**src/rtl/odelay_scan_calib_pkg.sv**
```systemverilog
// Shared types and constants for the ODELAY scan calibration sequencer.
package odelay_calib_pkg;

  localparam int TAP_W       = 9;
  localparam int READY_BLANK = 2;

  typedef enum logic [2:0] {
    ST_IDLE,
    ST_SET,
    ST_WAIT_RDY,
    ST_SETTLE,
    ST_MEASURE,
    ST_EVAL,
    ST_CENTER,
    ST_FINISH
  } state_e;

  function automatic int max3(input int a, input int b, input int c);
    int m;
    m = (a > b) ? a : b;
    return (m > c) ? m : c;
  endfunction

endpackage

```
**src/rtl/odelay_scan_calib_if.sv**
```systemverilog
// Lane-side bundle between the calibration sequencer and its environment.
// Optional scan log signals exist only when SCAN_LOG_EN is defined.
interface odelay_scan_calib_if #(
  parameter int CNT_W = 16
);
  import odelay_calib_pkg::*;

  logic             start;
  logic             err_in;
  logic             delay_ready;
  logic [TAP_W-1:0] delay_target;
  logic             busy;
  logic             done;
  logic             fail;
  logic             timeout;
  logic [TAP_W-1:0] eye_start;
  logic [TAP_W-1:0] eye_len;
`ifdef SCAN_LOG_EN
  logic             log_valid;
  logic [TAP_W-1:0] log_tap;
  logic [CNT_W-1:0] log_err;
`endif

  // master: the sequencer; slave: pattern checker / delay controller side
  modport master (
    input  start, err_in, delay_ready,
    output delay_target, busy, done, fail, timeout, eye_start, eye_len
`ifdef SCAN_LOG_EN
    , output log_valid, log_tap, log_err
`endif
  );

  modport slave (
    output start, err_in, delay_ready,
    input  delay_target, busy, done, fail, timeout, eye_start, eye_len
`ifdef SCAN_LOG_EN
    , input log_valid, log_tap, log_err
`endif
  );

endinterface

```
**src/rtl/odelay_scan_calib_eye_run_tracker.sv**
```systemverilog
// Tracks the current contiguous passing run and keeps the longest one seen;
// ties keep the earlier run.
module eye_run_tracker
  import odelay_calib_pkg::*;
(
  input  logic             clk160,
  input  logic             rst,
  input  logic             clear_i,
  input  logic             step_i,
  input  logic             pass_i,
  input  logic             flush_i,
  input  logic [TAP_W-1:0] tap_i,
  output logic [TAP_W-1:0] best_start_o,
  output logic [TAP_W:0]   best_len_o
);

  logic [TAP_W-1:0] run_start_q, run_start_d;
  logic [TAP_W:0]   run_len_q, run_len_d;
  logic [TAP_W-1:0] best_start_q, best_start_d;
  logic [TAP_W:0]   best_len_q, best_len_d;
  logic [TAP_W-1:0] upd_start;
  logic [TAP_W:0]   upd_len;
  logic             close;

  always_comb begin
    run_start_d  = run_start_q;
    run_len_d    = run_len_q;
    best_start_d = best_start_q;
    best_len_d   = best_len_q;
    upd_start    = run_start_q;
    upd_len      = run_len_q;
    close        = 1'b0;

    if (clear_i) begin
      run_start_d  = '0;
      run_len_d    = '0;
      best_start_d = '0;
      best_len_d   = '0;
    end else if (step_i) begin
      if (pass_i) begin
        upd_start = (run_len_q == '0) ? tap_i : run_start_q;
        upd_len   = run_len_q + (TAP_W+1)'(1);
      end
      close       = !pass_i || flush_i;
      run_start_d = upd_start;
      run_len_d   = close ? '0 : upd_len;
      // strict compare so an equal-length later run never displaces the first
      if (close && (upd_len > best_len_q)) begin
        best_start_d = upd_start;
        best_len_d   = upd_len;
      end
    end
  end

  always_ff @(posedge clk160 or posedge rst) begin
    if (rst) begin
      run_start_q  <= '0;
      run_len_q    <= '0;
      best_start_q <= '0;
      best_len_q   <= '0;
    end else begin
      run_start_q  <= run_start_d;
      run_len_q    <= run_len_d;
      best_start_q <= best_start_d;
      best_len_q   <= best_len_d;
    end
  end

  assign best_start_o = best_start_q;
  assign best_len_o   = best_len_q;

endmodule

```
**src/rtl/odelay_scan_calib.sv**
```systemverilog
// Per-lane ODELAY eye scan: sweep taps, measure errors, park at eye centre.
// Define SCAN_LOG_EN to expose a per-tap log (log_valid/log_tap/log_err).
//
// state     | meaning
// ----------+--------------------------------------------------
// IDLE      | waiting for start
// SET       | drive delay_target = cur_tap
// WAIT_RDY  | wait for delay_ready (first READY_BLANK cycles ignored)
// SETTLE    | let the new tap settle before counting
// MEASURE   | count err_in over the window
// EVAL      | update run tracker, advance tap or finish sweep
// CENTER    | park at centre of best run
// FINISH    | done pulse, back to IDLE
module odelay_scan_calib
  import odelay_calib_pkg::*;
#(
  parameter int TAP_STEP     = 4,
  parameter int TAP_MAX      = 511,
  parameter int SETTLE_CYC   = 16,
  parameter int WINDOW_CYC   = 1024,
  parameter int READY_TO_CYC = 4096,
  parameter int CNT_W        = 16
) (
  input  logic               clk160,
  input  logic               rst,
  odelay_scan_calib_if.master bus
);

  localparam int TMR_W = $clog2(max3(READY_TO_CYC, SETTLE_CYC, WINDOW_CYC)) + 1;

  state_e           state_q, state_d;
  logic [TAP_W-1:0] cur_tap_q, cur_tap_d;
  logic [TAP_W-1:0] tgt_q, tgt_d;
  logic [TMR_W-1:0] tmr_q, tmr_d;
  logic [CNT_W-1:0] err_cnt_q, err_cnt_d;
  logic             busy_q, busy_d;
  logic             done_q, done_d;
  logic             fail_q, fail_d;
  logic             timeout_q, timeout_d;
  logic [TAP_W-1:0] eye_start_q, eye_start_d;
  logic [TAP_W-1:0] eye_len_q, eye_len_d;

  logic             trk_clear, trk_step, trk_flush;
  logic [TAP_W-1:0] best_start;
  logic [TAP_W:0]   best_len;
  logic [TAP_W:0]   next_tap;
  logic             ready_ok;

  eye_run_tracker u_trk (
    .clk160       (clk160),
    .rst          (rst),
    .clear_i      (trk_clear),
    .step_i       (trk_step),
    .pass_i       (err_cnt_q == '0),
    .flush_i      (trk_flush),
    .tap_i        (cur_tap_q),
    .best_start_o (best_start),
    .best_len_o   (best_len)
  );

  assign next_tap = {1'b0, cur_tap_q} + (TAP_W+1)'(TAP_STEP);
  // delay_ready is combinational downstream and may still reflect the old tap
  assign ready_ok = ((TMR_W'(READY_TO_CYC - 1) - tmr_q) >= TMR_W'(READY_BLANK))
                    && bus.delay_ready;

  always_comb begin
    state_d     = state_q;
    cur_tap_d   = cur_tap_q;
    tgt_d       = tgt_q;
    tmr_d       = tmr_q;
    err_cnt_d   = err_cnt_q;
    busy_d      = busy_q;
    done_d      = 1'b0;
    fail_d      = fail_q;
    timeout_d   = timeout_q;
    eye_start_d = eye_start_q;
    eye_len_d   = eye_len_q;
    trk_clear   = 1'b0;
    trk_step    = 1'b0;
    trk_flush   = 1'b0;

    case (state_q)
      ST_IDLE: begin
        if (bus.start) begin
          fail_d    = 1'b0;
          timeout_d = 1'b0;
          trk_clear = 1'b1;
          cur_tap_d = '0;
          tgt_d     = '0;
          busy_d    = 1'b1;
          state_d   = ST_SET;
        end
      end
      ST_SET: begin
        tgt_d   = cur_tap_q;
        tmr_d   = TMR_W'(READY_TO_CYC - 1);
        state_d = ST_WAIT_RDY;
      end
      ST_WAIT_RDY: begin
        if (ready_ok) begin
          tmr_d   = TMR_W'(SETTLE_CYC - 1);
          state_d = ST_SETTLE;
        end else if (tmr_q == '0) begin
          timeout_d = 1'b1;
          fail_d    = 1'b1;
          state_d   = ST_FINISH;
        end else begin
          tmr_d = tmr_q - TMR_W'(1);
        end
      end
      ST_SETTLE: begin
        if (tmr_q == '0) begin
          err_cnt_d = '0;
          tmr_d     = TMR_W'(WINDOW_CYC - 1);
          state_d   = ST_MEASURE;
        end else begin
          tmr_d = tmr_q - TMR_W'(1);
        end
      end
      ST_MEASURE: begin
        if (bus.err_in && (err_cnt_q != {CNT_W{1'b1}}))
          err_cnt_d = err_cnt_q + CNT_W'(1);
        if (tmr_q == '0) state_d = ST_EVAL;
        else             tmr_d   = tmr_q - TMR_W'(1);
      end
      ST_EVAL: begin
        trk_step = 1'b1;
        if (next_tap > (TAP_W+1)'(TAP_MAX)) begin
          trk_flush = 1'b1;
          state_d   = ST_CENTER;
        end else begin
          cur_tap_d = next_tap[TAP_W-1:0];
          state_d   = ST_SET;
        end
      end
      ST_CENTER: begin
        if (best_len == '0) begin
          fail_d = 1'b1;
          tgt_d  = '0;
        end else begin
          tgt_d = TAP_W'(20'(best_start)
                  + ((20'(best_len - (TAP_W+1)'(1)) * 20'(TAP_STEP)) >> 1));
        end
        eye_start_d = best_start;
        eye_len_d   = TAP_W'(best_len);
        state_d     = ST_FINISH;
      end
      ST_FINISH: state_d = ST_IDLE;
      default:   state_d = ST_IDLE;
    endcase

    // done rises and busy falls together, on the cycle FINISH is occupied
    if ((state_d == ST_FINISH) && (state_q != ST_FINISH)) begin
      done_d = 1'b1;
      busy_d = 1'b0;
    end
  end

  always_ff @(posedge clk160 or posedge rst) begin
    if (rst) begin
      state_q     <= ST_IDLE;
      cur_tap_q   <= '0;
      tgt_q       <= '0;
      tmr_q       <= '0;
      err_cnt_q   <= '0;
      busy_q      <= 1'b0;
      done_q      <= 1'b0;
      fail_q      <= 1'b0;
      timeout_q   <= 1'b0;
      eye_start_q <= '0;
      eye_len_q   <= '0;
    end else begin
      state_q     <= state_d;
      cur_tap_q   <= cur_tap_d;
      tgt_q       <= tgt_d;
      tmr_q       <= tmr_d;
      err_cnt_q   <= err_cnt_d;
      busy_q      <= busy_d;
      done_q      <= done_d;
      fail_q      <= fail_d;
      timeout_q   <= timeout_d;
      eye_start_q <= eye_start_d;
      eye_len_q   <= eye_len_d;
    end
  end

  assign bus.delay_target = tgt_q;
  assign bus.busy         = busy_q;
  assign bus.done         = done_q;
  assign bus.fail         = fail_q;
  assign bus.timeout      = timeout_q;
  assign bus.eye_start    = eye_start_q;
  assign bus.eye_len      = eye_len_q;

`ifdef SCAN_LOG_EN
  assign bus.log_valid = (state_q == ST_EVAL);
  assign bus.log_tap   = cur_tap_q;
  assign bus.log_err   = err_cnt_q;
`endif

endmodule
```
**src/flat_wrapper.sv**
```systemverilog
// flat-port wrapper written by rule: the top's interface ports become plain ports
module odelay_scan_calib_flat import odelay_calib_pkg::*;
#(
  parameter int TAP_STEP     = 4,
  parameter int TAP_MAX      = 511,
  parameter int SETTLE_CYC   = 16,
  parameter int WINDOW_CYC   = 1024,
  parameter int READY_TO_CYC = 4096,
  parameter int CNT_W        = 16
)
  (clk160, rst, bus_start, bus_err_in, bus_delay_ready, bus_delay_target, bus_busy, bus_done, bus_fail, bus_timeout, bus_eye_start, bus_eye_len);
  odelay_scan_calib_if #(.CNT_W(CNT_W)) bus_i ();
  input  logic clk160;
  input  logic rst;
  input wire logic [$bits(bus_i.start)-1:0] bus_start;
  input wire logic [$bits(bus_i.err_in)-1:0] bus_err_in;
  input wire logic [$bits(bus_i.delay_ready)-1:0] bus_delay_ready;
  output wire logic [$bits(bus_i.delay_target)-1:0] bus_delay_target;
  output wire logic [$bits(bus_i.busy)-1:0] bus_busy;
  output wire logic [$bits(bus_i.done)-1:0] bus_done;
  output wire logic [$bits(bus_i.fail)-1:0] bus_fail;
  output wire logic [$bits(bus_i.timeout)-1:0] bus_timeout;
  output wire logic [$bits(bus_i.eye_start)-1:0] bus_eye_start;
  output wire logic [$bits(bus_i.eye_len)-1:0] bus_eye_len;
  assign bus_i.start = bus_start;
  assign bus_i.err_in = bus_err_in;
  assign bus_i.delay_ready = bus_delay_ready;
  assign bus_delay_target = bus_i.delay_target;
  assign bus_busy = bus_i.busy;
  assign bus_done = bus_i.done;
  assign bus_fail = bus_i.fail;
  assign bus_timeout = bus_i.timeout;
  assign bus_eye_start = bus_i.eye_start;
  assign bus_eye_len = bus_i.eye_len;
  odelay_scan_calib #(.TAP_STEP(TAP_STEP), .TAP_MAX(TAP_MAX), .SETTLE_CYC(SETTLE_CYC), .WINDOW_CYC(WINDOW_CYC), .READY_TO_CYC(READY_TO_CYC), .CNT_W(CNT_W)) u_core (.clk160(clk160), .rst(rst), .bus(bus_i));
endmodule
```
**config.mk**
```make
export PLATFORM = sky130hd
export DESIGN_NAME = odelay_scan_calib_flat
export DESIGN_NICKNAME = d
export VERILOG_FILES = /design/src/rtl/odelay_scan_calib_pkg.sv /design/src/rtl/odelay_scan_calib_if.sv /design/src/rtl/odelay_scan_calib_eye_run_tracker.sv /design/src/rtl/odelay_scan_calib.sv /design/src/flat_wrapper.sv
export SDC_FILE = /design/constraint.sdc
export NUM_CORES = 1
export LEC_CHECK = 0
export ABC_AREA = 1
export BUFFER_PORTS_ARGS = -buffer_cell sky130_fd_sc_hd__buf_2
export CAP_MARGIN = 10
export CORE_ASPECT_RATIO = 1.1
export CORE_MARGIN = 3
export CORE_UTILIZATION = 40
export DETAILED_ROUTE_END_ITERATION = 7
export GPL_ROUTABILITY_DRIVEN = 0
export PLACE_DENSITY = 0.61
export SYNTH_ARGS = -nofsm -noshare
export SYNTH_HDL_FRONTEND = slang
export SYNTH_SLANG_ARGS = --single-unit
```
**constraint.sdc**
```tcl
create_clock -name clk160 -period 9.35 [get_ports clk160]
set_clock_uncertainty 0.2 [all_clocks]
set_input_delay 1.4025 -clock clk160 [delete_from_list [all_inputs] [get_ports clk160]]
set_output_delay 1.4025 -clock clk160 [all_outputs]
set_load 0.005 [all_outputs]
```
==> results of run 1 <==
## metal layers
metal  global-route usage (%)  routed length, µm
met5                        0                  0
met4                     7.69                418
met3                     2.49                433
met2                     29.5               7550
met1                     25.6               8110
## metrics by stage
stage | hold WS, ns | utilization [%] | setup WS [ns] | std cells | power [mW]
6_report | 0.275 | 45.5 | 6.10 | 1192 | 2.01
5_1_grt | 0.305 | 45.5 | 5.74 | 1192 | 2.20
4_1_cts | 0.282 | 45.5 | 6.12 | 1192 | 2.03
3_5_place_dp | 0.261 | 43.6 | 6.13 | 1176 | 1.62
3_3_place_gp | 0.258 | 43.6 | 6.15 | 1176 | 1.61
2_1_floorplan | 0.250 | - | 4.90 | 928 | 1.38
## synthesized netlist by cell type (all sizes together)
cell type  number  area [µm²]
o22ai           6        37.5
nand4          18         113
and2            1        6.26
nand2         312        1250
a22oi           5        37.5
nor2          120         548
dfrtp         108        2700
o21ai          51         304
clkinv          3        12.5
buf            15         108
a32o            1        10.0
a22o            1        8.76
o221ai          2        17.5
xnor2           3        26.3
a21boi          1        7.51
fa              1        20.0
nor2b           1        6.26
o31ai           3        22.5
o2111ai         1        8.76
ha             27         338
o21bai          1        7.51
a21o            2        15.0
a21oi          16        80.1
nand3b          1        7.51
o21a            1        7.51
xor2           21         184
nand3          92         521
a31oi           2        12.5
o22a            1        8.76
or2             8        50.1
nor3            4        25.0
clkbuf          3        11.3
inv            96         368
## path summary, 6_finish.rpt
path	start	end	slack [ns]
max	u_core.err_cnt_q[0]	u_core.u_trk.best_len_o[7]	6.10
min	u_core.bus.eye_start[7]	u_core.bus.eye_start[7]	0.28
max reg2reg	u_core.err_cnt_q[0]	u_core.u_trk.best_len_o[7]	6.10
min reg2reg	u_core.bus.eye_start[7]	u_core.bus.eye_start[7]	0.28
max in group asynchronous	rst	u_core.u_trk.best_start_o[7]	6.81
min in group asynchronous	rst	u_core.tmr_q[0]	0.90
## logic make-up (layout without fill, tap and decap cells)
group | count (synthesis) | count (layout)
AO/OA/AOI/OAI | 94 | 94
XOR/XNOR | 24 | 24
adder cells (fa/ha/maj) | 28 | 28
buffers and inverters | 117 | 152
flip-flops | 108 | 108
AND/OR/NAND/NOR | 557 | 557
## worst max-delay path: stages (launching register included)
cell and delay, ns:
sky130_fd_sc_hd__dfrtp_1 0.41, sky130_fd_sc_hd__inv_1 0.07, sky130_fd_sc_hd__ha_1 0.22, sky130_fd_sc_hd__nand2_1 0.07
sky130_fd_sc_hd__nor2_1 0.05, sky130_fd_sc_hd__nand2_2 0.17, sky130_fd_sc_hd__clkinv_1 0.24, sky130_fd_sc_hd__a21boi_0 0.32
sky130_fd_sc_hd__ha_1 0.30, sky130_fd_sc_hd__a21o_1 0.19, sky130_fd_sc_hd__nor2_1 0.09, sky130_fd_sc_hd__nand3_1 0.12
sky130_fd_sc_hd__nand3_4 0.24, sky130_fd_sc_hd__nand2_2 0.24, sky130_fd_sc_hd__nand2_1 0.15, sky130_fd_sc_hd__nand2_1 0.06
## final cells by class
class	instances	area (µm²)	share of cell area, %
multi-input cells	703	3680	48.7
repair buffers	37	190	2.52
clock buffers	9	225	2.98
well taps	229	287	3.79
flip-flops and latches	108	2700	35.8
clock inverters	7	91.3	1.21
inverters	99	383	5.07
## power by group through the flow
stage / Combinational [mW] / Sequential, mW / Clock (mW)
after CTS: 0.940 / 0.671 / 0.421
after global routing: 1.07 / 0.687 / 0.439
after floorplan: 0.738 / 0.646 / 0
after detailed placement: 0.936 / 0.680 / 0
final: 0.929 / 0.673 / 0.410
after global placement: 0.928 / 0.680 / 0
## sequential cells by signal, indices dropped and copies added (netlist names)
register and flops:
u_core.u_trk.run_len_q 10, u_core.tmr_q 13, u_core.cur_tap_q 7, u_core.state_q 3
u_core.bus.eye_start 9, u_core.bus.fail 1, u_core.u_trk.best_start_o 9, u_core.bus.busy 1
u_core.bus.timeout 1, u_core.bus.delay_target 9, u_core.bus.done 1, u_core.bus.eye_len 9
u_core.err_cnt_q 16, u_core.u_trk.run_start_q 9, u_core.u_trk.best_len_o 10
==> flow_summary.json, run 1 <==
{
  "required_ns": 9.41,
  "path_class": "reg2reg",
  "fillCellCount": 1711,
  "cts_max_level": 3,
  "clkSlewWorstSetupHoldPaths_ns": 0.08,
  "fin_crit_ns": 3.25,
  "static-leakage-power_nw": 3.91,
  "clock.fmax_mhz": 308,
  "rsz0062_at_grt": "no",
  "setup-tns-final_ns": 0,
  "r2r_cells": 15,
  "synthesis.area_mm2": 0.00688,
  "synth_sequential_area_ratio_pct": 39.3,
  "route.detailed.wl_per_inst_um": 13.9,
  "hold_viol_final": 0,
  "netlist-cell-type-count": 51,
  "postRouteAntennaNets": 0,
  "sw_frac_of_total_pct": 45.2,
  "power.share.combinational_pct": 46.2,
  "synth_top_family_by_area": "simple AND/OR/NAND/NOR gates",
  "die_h_um": 144,
  "p_int_mw": 1.10,
  "overflow": 0,
  "core_area_mm2": 0.0166,
  "outcome": "complete, no violations",
  "worst_pin_slew_ns": 0.819,
  "irDropWorstVdd_mv": 0.103,
  "cts_sinks": 108,
  "post-route-drc-count": 0,
  "postSynthRegisterBits": 108,
  "port_buffers": 35,
  "post-route-period-util_pct": 34.7,
  "cts.root.buffer_cell": "sky130_fd_sc_hd__clkbuf_16",
  "layout-area-overhead-vs-synth_pct": 9.84,
  "number_of_cts_inserted_buffers": 9,
  "ys_warn_count": 0,
  "muxShareOfSynthArea_pct": 0,
  "floorplan.initialDensity_pct": 41.4,
  "first_global_vias": 5655,
  "detailed_router_s_first_iteration_violation_count": 322,
  "postSynthNetCount": 961,
  "via_count": 5930,
  "worst_min_delay_path_class": "reg2reg",
  "timing_max_transition_violations_final": 0,
  "relSlewSlack_pct": 45.4,
  "p_switching_mw": 0.909,
  "ctsResizeCount": 0,
  "die_width_um": 131,
  "power_density_mw_per_mm2": 266,
  "rows": 49,
  "detailed_placement_hpwl_um": 12500,
  "power.sequential.fraction_pct": 33.4,
  "routed_wirelength_um": 16500,
  "synth_adder_area_share_pct": 5.20,
  "grt_antenna_before_repair": 0,
  "layout-drive-gt1-share_pct": 13.2,
  "layout.cell_area.non_filler_mm2": 0.00755,
  "mostFrequentLayoutCell": "sky130_fd_sc_hd__nand2_1",
  "synth-compound-area-share_pct": 8.51,
  "timing.final.setup_violations": 0,
  "syn_inst": 928,
  "placement.cell_area_mm2": 0.00724,
  "fp.dieArea_mm2": 0.0188,
  "global_route.usage.total_pct": 18.6,
  "clock_path_buffers": 2,
  "final_nets": 991,
  "worstPathMaxFanout": 25,
  "synth_simple_gate_area_share_pct": 36.7,
  "diodes": 0,
  "tritoncts_clock_tree": "done",
  "via_per_inst": 4.97,
  "most-common-layout-cells": "295 x sky130_fd_sc_hd__nand2_1, 108 x sky130_fd_sc_hd__dfrtp_1, 102 x sky130_fd_sc_hd__nor2_1, 86 x sky130_fd_sc_hd__nand3_1, 84 x sky130_fd_sc_hd__inv_1",
  "cp-start-kind": "flop",
  "postCtsSetupBuffers": 0,
  "hold_buffer_count_at_cts": 0,
  "insertion_delay_ns": 0.36,
  "grt_start_max_net_pins": 64,
  "yosys.area_share.xor_xnor_pct": 3.06,
  "crit_path_end_kind": "flop",
  "boundaryPins": 36,
  "timing.max_cap.violations": 0,
  "whs_path_depth": 2,
  "clock_power_share_pct": 20.4,
  "grt_pass1_wl_um": 28000,
  "syn-mean-instance-area_um2": 7.41,
  "timing.critical_path.arrival_ns": 3.30,
  "dr.pass1.iters": 5
}
No activity file was read; power rests on OpenSTA's default activity.
==> inputs of run 2 (changes only) <==
ABC_AREA = 0   (was 1)
PLACE_DENSITY = 0.63   (was 0.61)
clock period = 2.7 ns   (was 9.35 ns; I/O delays follow)
==> run 2 against run 1 <==
The flow now finishes with violations (negative hold slack, negative setup slack). Power rose to 3.5 times the previous value. Sequential cell count unchanged. Cell count fell by 20%. Combinational power grew to 3.5 times the previous value. Fmax fell by 6.7%. Design area is 2.6% higher. Synthesized area decreased by 7.1%.
==> flow_summary.json, run 2 <==
{
  "outcome": "finished, violations left",
  "violations_in_the_final_reports": "negative hold slack, negative setup slack",
  "overflow": 0,
  "cts.root.buffer_cell": "sky130_fd_sc_hd__clkbuf_16",
  "timing.max_cap.violations": 0,
  "cts_max_level": 3,
  "ys_async_sr_fraction_pct": 100,
  "grt_pass1_wl_um": 27000,
  "routed_wirelength_um": 16200,
  "gr-max-usage-layer": "met2",
  "synthTopCellsByArea": "sky130_fd_sc_hd__dfrtp_1 42%, sky130_fd_sc_hd__ha_1 5.3%, sky130_fd_sc_hd__o21ai_0 3.5%",
  "postSynthRegisterBits": 108,
  "syn_inst": 661,
  "placement.cell_area_mm2": 0.00721,
  "r2r_setup_slack_ns": -0.78,
  "grt_antenna_before_repair": 0,
  "worst_pin_slew_ns": 0.573,
  "postRouteAntennaNets": 0,
  "die_h_um": 139,
  "synthMostInstantiatedCell": "sky130_fd_sc_hd__dfrtp_1",
  "detailed_router_s_first_iteration_violation_count": 365,
  "dr.pass1.iters": 4,
  "path_class": "reg2reg",
  "post_layout_nonfiller_instances": 958,
  "most-common-layout-cells": "108 x sky130_fd_sc_hd__dfrtp_1, 78 x sky130_fd_sc_hd__buf_4, 55 x sky130_fd_sc_hd__nand2_1, 44 x sky130_fd_sc_hd__o21ai_0, 40 x sky130_fd_sc_hd__nor2_1",
  "crit_path_end_kind": "flop",
  "number_of_cts_inserted_buffers": 9,
  "fp.dieArea_mm2": 0.0175,
  "global_route.usage.total_pct": 18.6,
  "fillCellCount": 1413,
  "top_regs": "u_core.err_cnt_q x16, u_core.tmr_q x13",
  "synthTopCellsByCount": "108 x sky130_fd_sc_hd__dfrtp_1, 56 x sky130_fd_sc_hd__nand2_1, 45 x sky130_fd_sc_hd__o21ai_0",
  "worstPathMaxFanout": 7,
  "syn-mean-instance-area_um2": 9.67,
  "required_ns": 2.81,
  "groute.layer.met3.usage_pct": 3.93,
  "rsz0062_at_grt": "yes",
  "placedCellCount": 926,
  "r2r_cells": 15,
  "mostFrequentLayoutCell": "sky130_fd_sc_hd__dfrtp_1",
  "largest_register_ffs": 16,
  "ys.flop_type": "sky130_fd_sc_hd__dfrtp_1",
  "grt_util_met2_pct": 30.8,
  "timing_max_transition_violations_final": 0,
  "cts_sinks": 108,
  "startpoint": "u_core.err_cnt_q[0]",
  "diodes": 0,
  "max_flop_register": "u_core.err_cnt_q",
  "relSlewSlack_pct": 61.8,
  "timing.final.setup_violations": 19,
  "floorplan.initialDensity_pct": 41.6,
  "worst_min_delay_path_class": "in2async",
  "final_nets": 790,
  "hold_buffer_count_at_cts": 0,
  "synth_sequential_area_ratio_pct": 42.3,
  "static-leakage-power_nw": 3.39,
  "least_setup_slack_across_all_paths_after_layout_ns": -0.783,
  "irDropWorstVdd_mv": 0.610,
  "die_width_um": 127,
  "layout-drive-gt1-share_pct": 25.6,
  "clock_path_buffers": 2,
  "post-route-drc-count": 0,
  "timing.critical_path.arrival_ns": 3.59,
  "tritoncts_clock_tree": "done",
  "route.detailed.wl_per_inst_um": 16.9,
  "via_count": 5533,
  "via_per_inst": 5.78,
  "reg2reg_to": "u_core.u_trk.best_len_o[3]",
  "port_buffers": 35,
  "rows": 47,
  "clkSlewWorstSetupHoldPaths_ns": 0.08,
  "synth_enable_flop_cells": 0,
  "layout-area-overhead-vs-synth_pct": 21.2,
  "post-route-period-util_pct": 129,
  "placement.setup.worst_slack_ns": -0.828,
  "power_density_mw_per_mm2": 917,
  "synthDominantCellAreaShare_pct": 42.3,
  "finalPower_mw": 7.11,
  "grt_start_max_net_pins": 109,
  "clock.fmax_mhz": 287,
  "met1_usage_pct": 23.7,
  "netlist-cell-type-count": 87,
  "detailed_placement_hpwl_um": 11500,
  "synthDominantAreaCellType": "sky130_fd_sc_hd__dfrtp_1",
  "cp-start-kind": "flop",
  "core_area_mm2": 0.0153,
  "boundaryPins": 36,
  "fin_crit_ns": 3.48,
  "fin_hold_ws_ns": -0.00233,
  "synthesis.area_mm2": 0.00639,
  "layout.cell_area.non_filler_mm2": 0.00775,
  "first_global_vias": 5526,
  "hold_viol_final": 1,
  "crit-reg2reg-launch": "u_core.err_cnt_q[0]",
  "ys_warn_count": 0,
  "postSynthNetCount": 694,
  "insertion_delay_ns": 0.36
}
[run 2: cell count changes in the layout (fill, tap and decap cells not counted), sizes merged, moves of 9 or more]
| cell | previous run | this run |
|---|---|---|
| a211oi | 0 | 14 |
| a21oi | 16 | 36 |
| and4 | 0 | 9 |
| buf | 37 | 117 |
| inv | 99 | 39 |
| nand2 | 312 | 57 |
| nand3 | 92 | 25 |
| nor2 | 120 | 45 |
| nor3 | 4 | 20 |
| xnor2 | 3 | 13 |
[run 2: logic make-up (layout without fill, tap and decap cells)]
family,Yosys count,count (layout),share of synthesized area (%)
AO/OA/AOI/OAI,176,176,19.4
XOR/XNOR,26,26,3.68
adder cells (fa/ha/maj),28,28,5.60
buffers and inverters,71,172,5.34
flip-flops,108,108,42.3
multiplexers,16,16,2.72
AND/OR/NAND/NOR,236,236,20.9
[run 2: worst max path at each step]
stage / slack, ns / cells after the start / to
after global routing: -0.99 / 15 / u_core.u_trk.best_len_o[3]
after CTS: -0.70 / 15 / u_core.u_trk.best_start_o[2]
after global placement: -0.69 / 13 / u_core.u_trk.best_len_o[2]
after detailed placement: -0.83 / 13 / u_core.u_trk.best_start_o[6]
final: -0.78 / 15 / u_core.u_trk.best_len_o[3]
after floorplan: -0.66 / 14 / u_core.u_trk.best_len_o[4]
[run 2: repair_timing]
action                     CTS  global route
setup endpoints to repair   19            20
setup buffers               12             3
resized for setup           10            10
pin swaps                    7             9
cloned                       1             0
[run 2: final cells by class]
| type | instances | area [µm²] | area share (%) |
|---|---|---|---|
| multi-input combinational | 482 | 3490 | 45.1 |
| sequential | 108 | 2700 | 34.9 |
| timing repair buffer | 118 | 866 | 11.2 |
| tap | 196 | 245 | 3.16 |
| clock buffer | 10 | 239 | 3.08 |
| inverter | 38 | 146 | 1.89 |
| clock inverter | 6 | 57.6 | 0.743 |
[run 2: where the power goes]
group / total (mW) / switching (mW) / internal, mW
Combinational: 3.23 / 1.75 / 1.49
Clock: 1.32 / 0.655 / 0.668
Sequential: 2.55 / 0.484 / 2.07
[run 2: critical path: stages (launching register included)]
cell	delay, ns
sky130_fd_sc_hd__dfrtp_1	0.38
sky130_fd_sc_hd__inv_1	0.06
sky130_fd_sc_hd__ha_1	0.15
sky130_fd_sc_hd__nor4b_4	0.28
sky130_fd_sc_hd__nand4_4	0.20
sky130_fd_sc_hd__or3_4	0.44
sky130_fd_sc_hd__xor2_2	0.20
sky130_fd_sc_hd__inv_2	0.06
sky130_fd_sc_hd__ha_4	0.28
sky130_fd_sc_hd__nand4_1	0.12
sky130_fd_sc_hd__a211oi_2	0.24
sky130_fd_sc_hd__buf_4	0.18
sky130_fd_sc_hd__a2111oi_4	0.04
sky130_fd_sc_hd__buf_4	0.18
sky130_fd_sc_hd__o21ai_0	0.22
sky130_fd_sc_hd__o211a_1	0.19
[run 2: per-layer routing]
layer	wire length (µm)	share of wire [%]	up-vias
li1	-	-	2625
met3	785	4.9	42
met5	0	0	-
met1	7020	43	2716
met2	7950	49	150
met4	421	2.6	0
[run 2: through the flow]
| step | TNS, ns | utilization, % |
|---|---|---|
| 5_1_grt | -17.58 | 50.5 |
| 3_3_place_gp | -12.12 | 47.0 |
| 3_5_place_dp | -14.61 | 47.0 |
| 4_1_cts | -12.39 | 50.1 |
| 6_report | -14.07 | 50.5 |
| 2_1_floorplan | -11.43 | - |
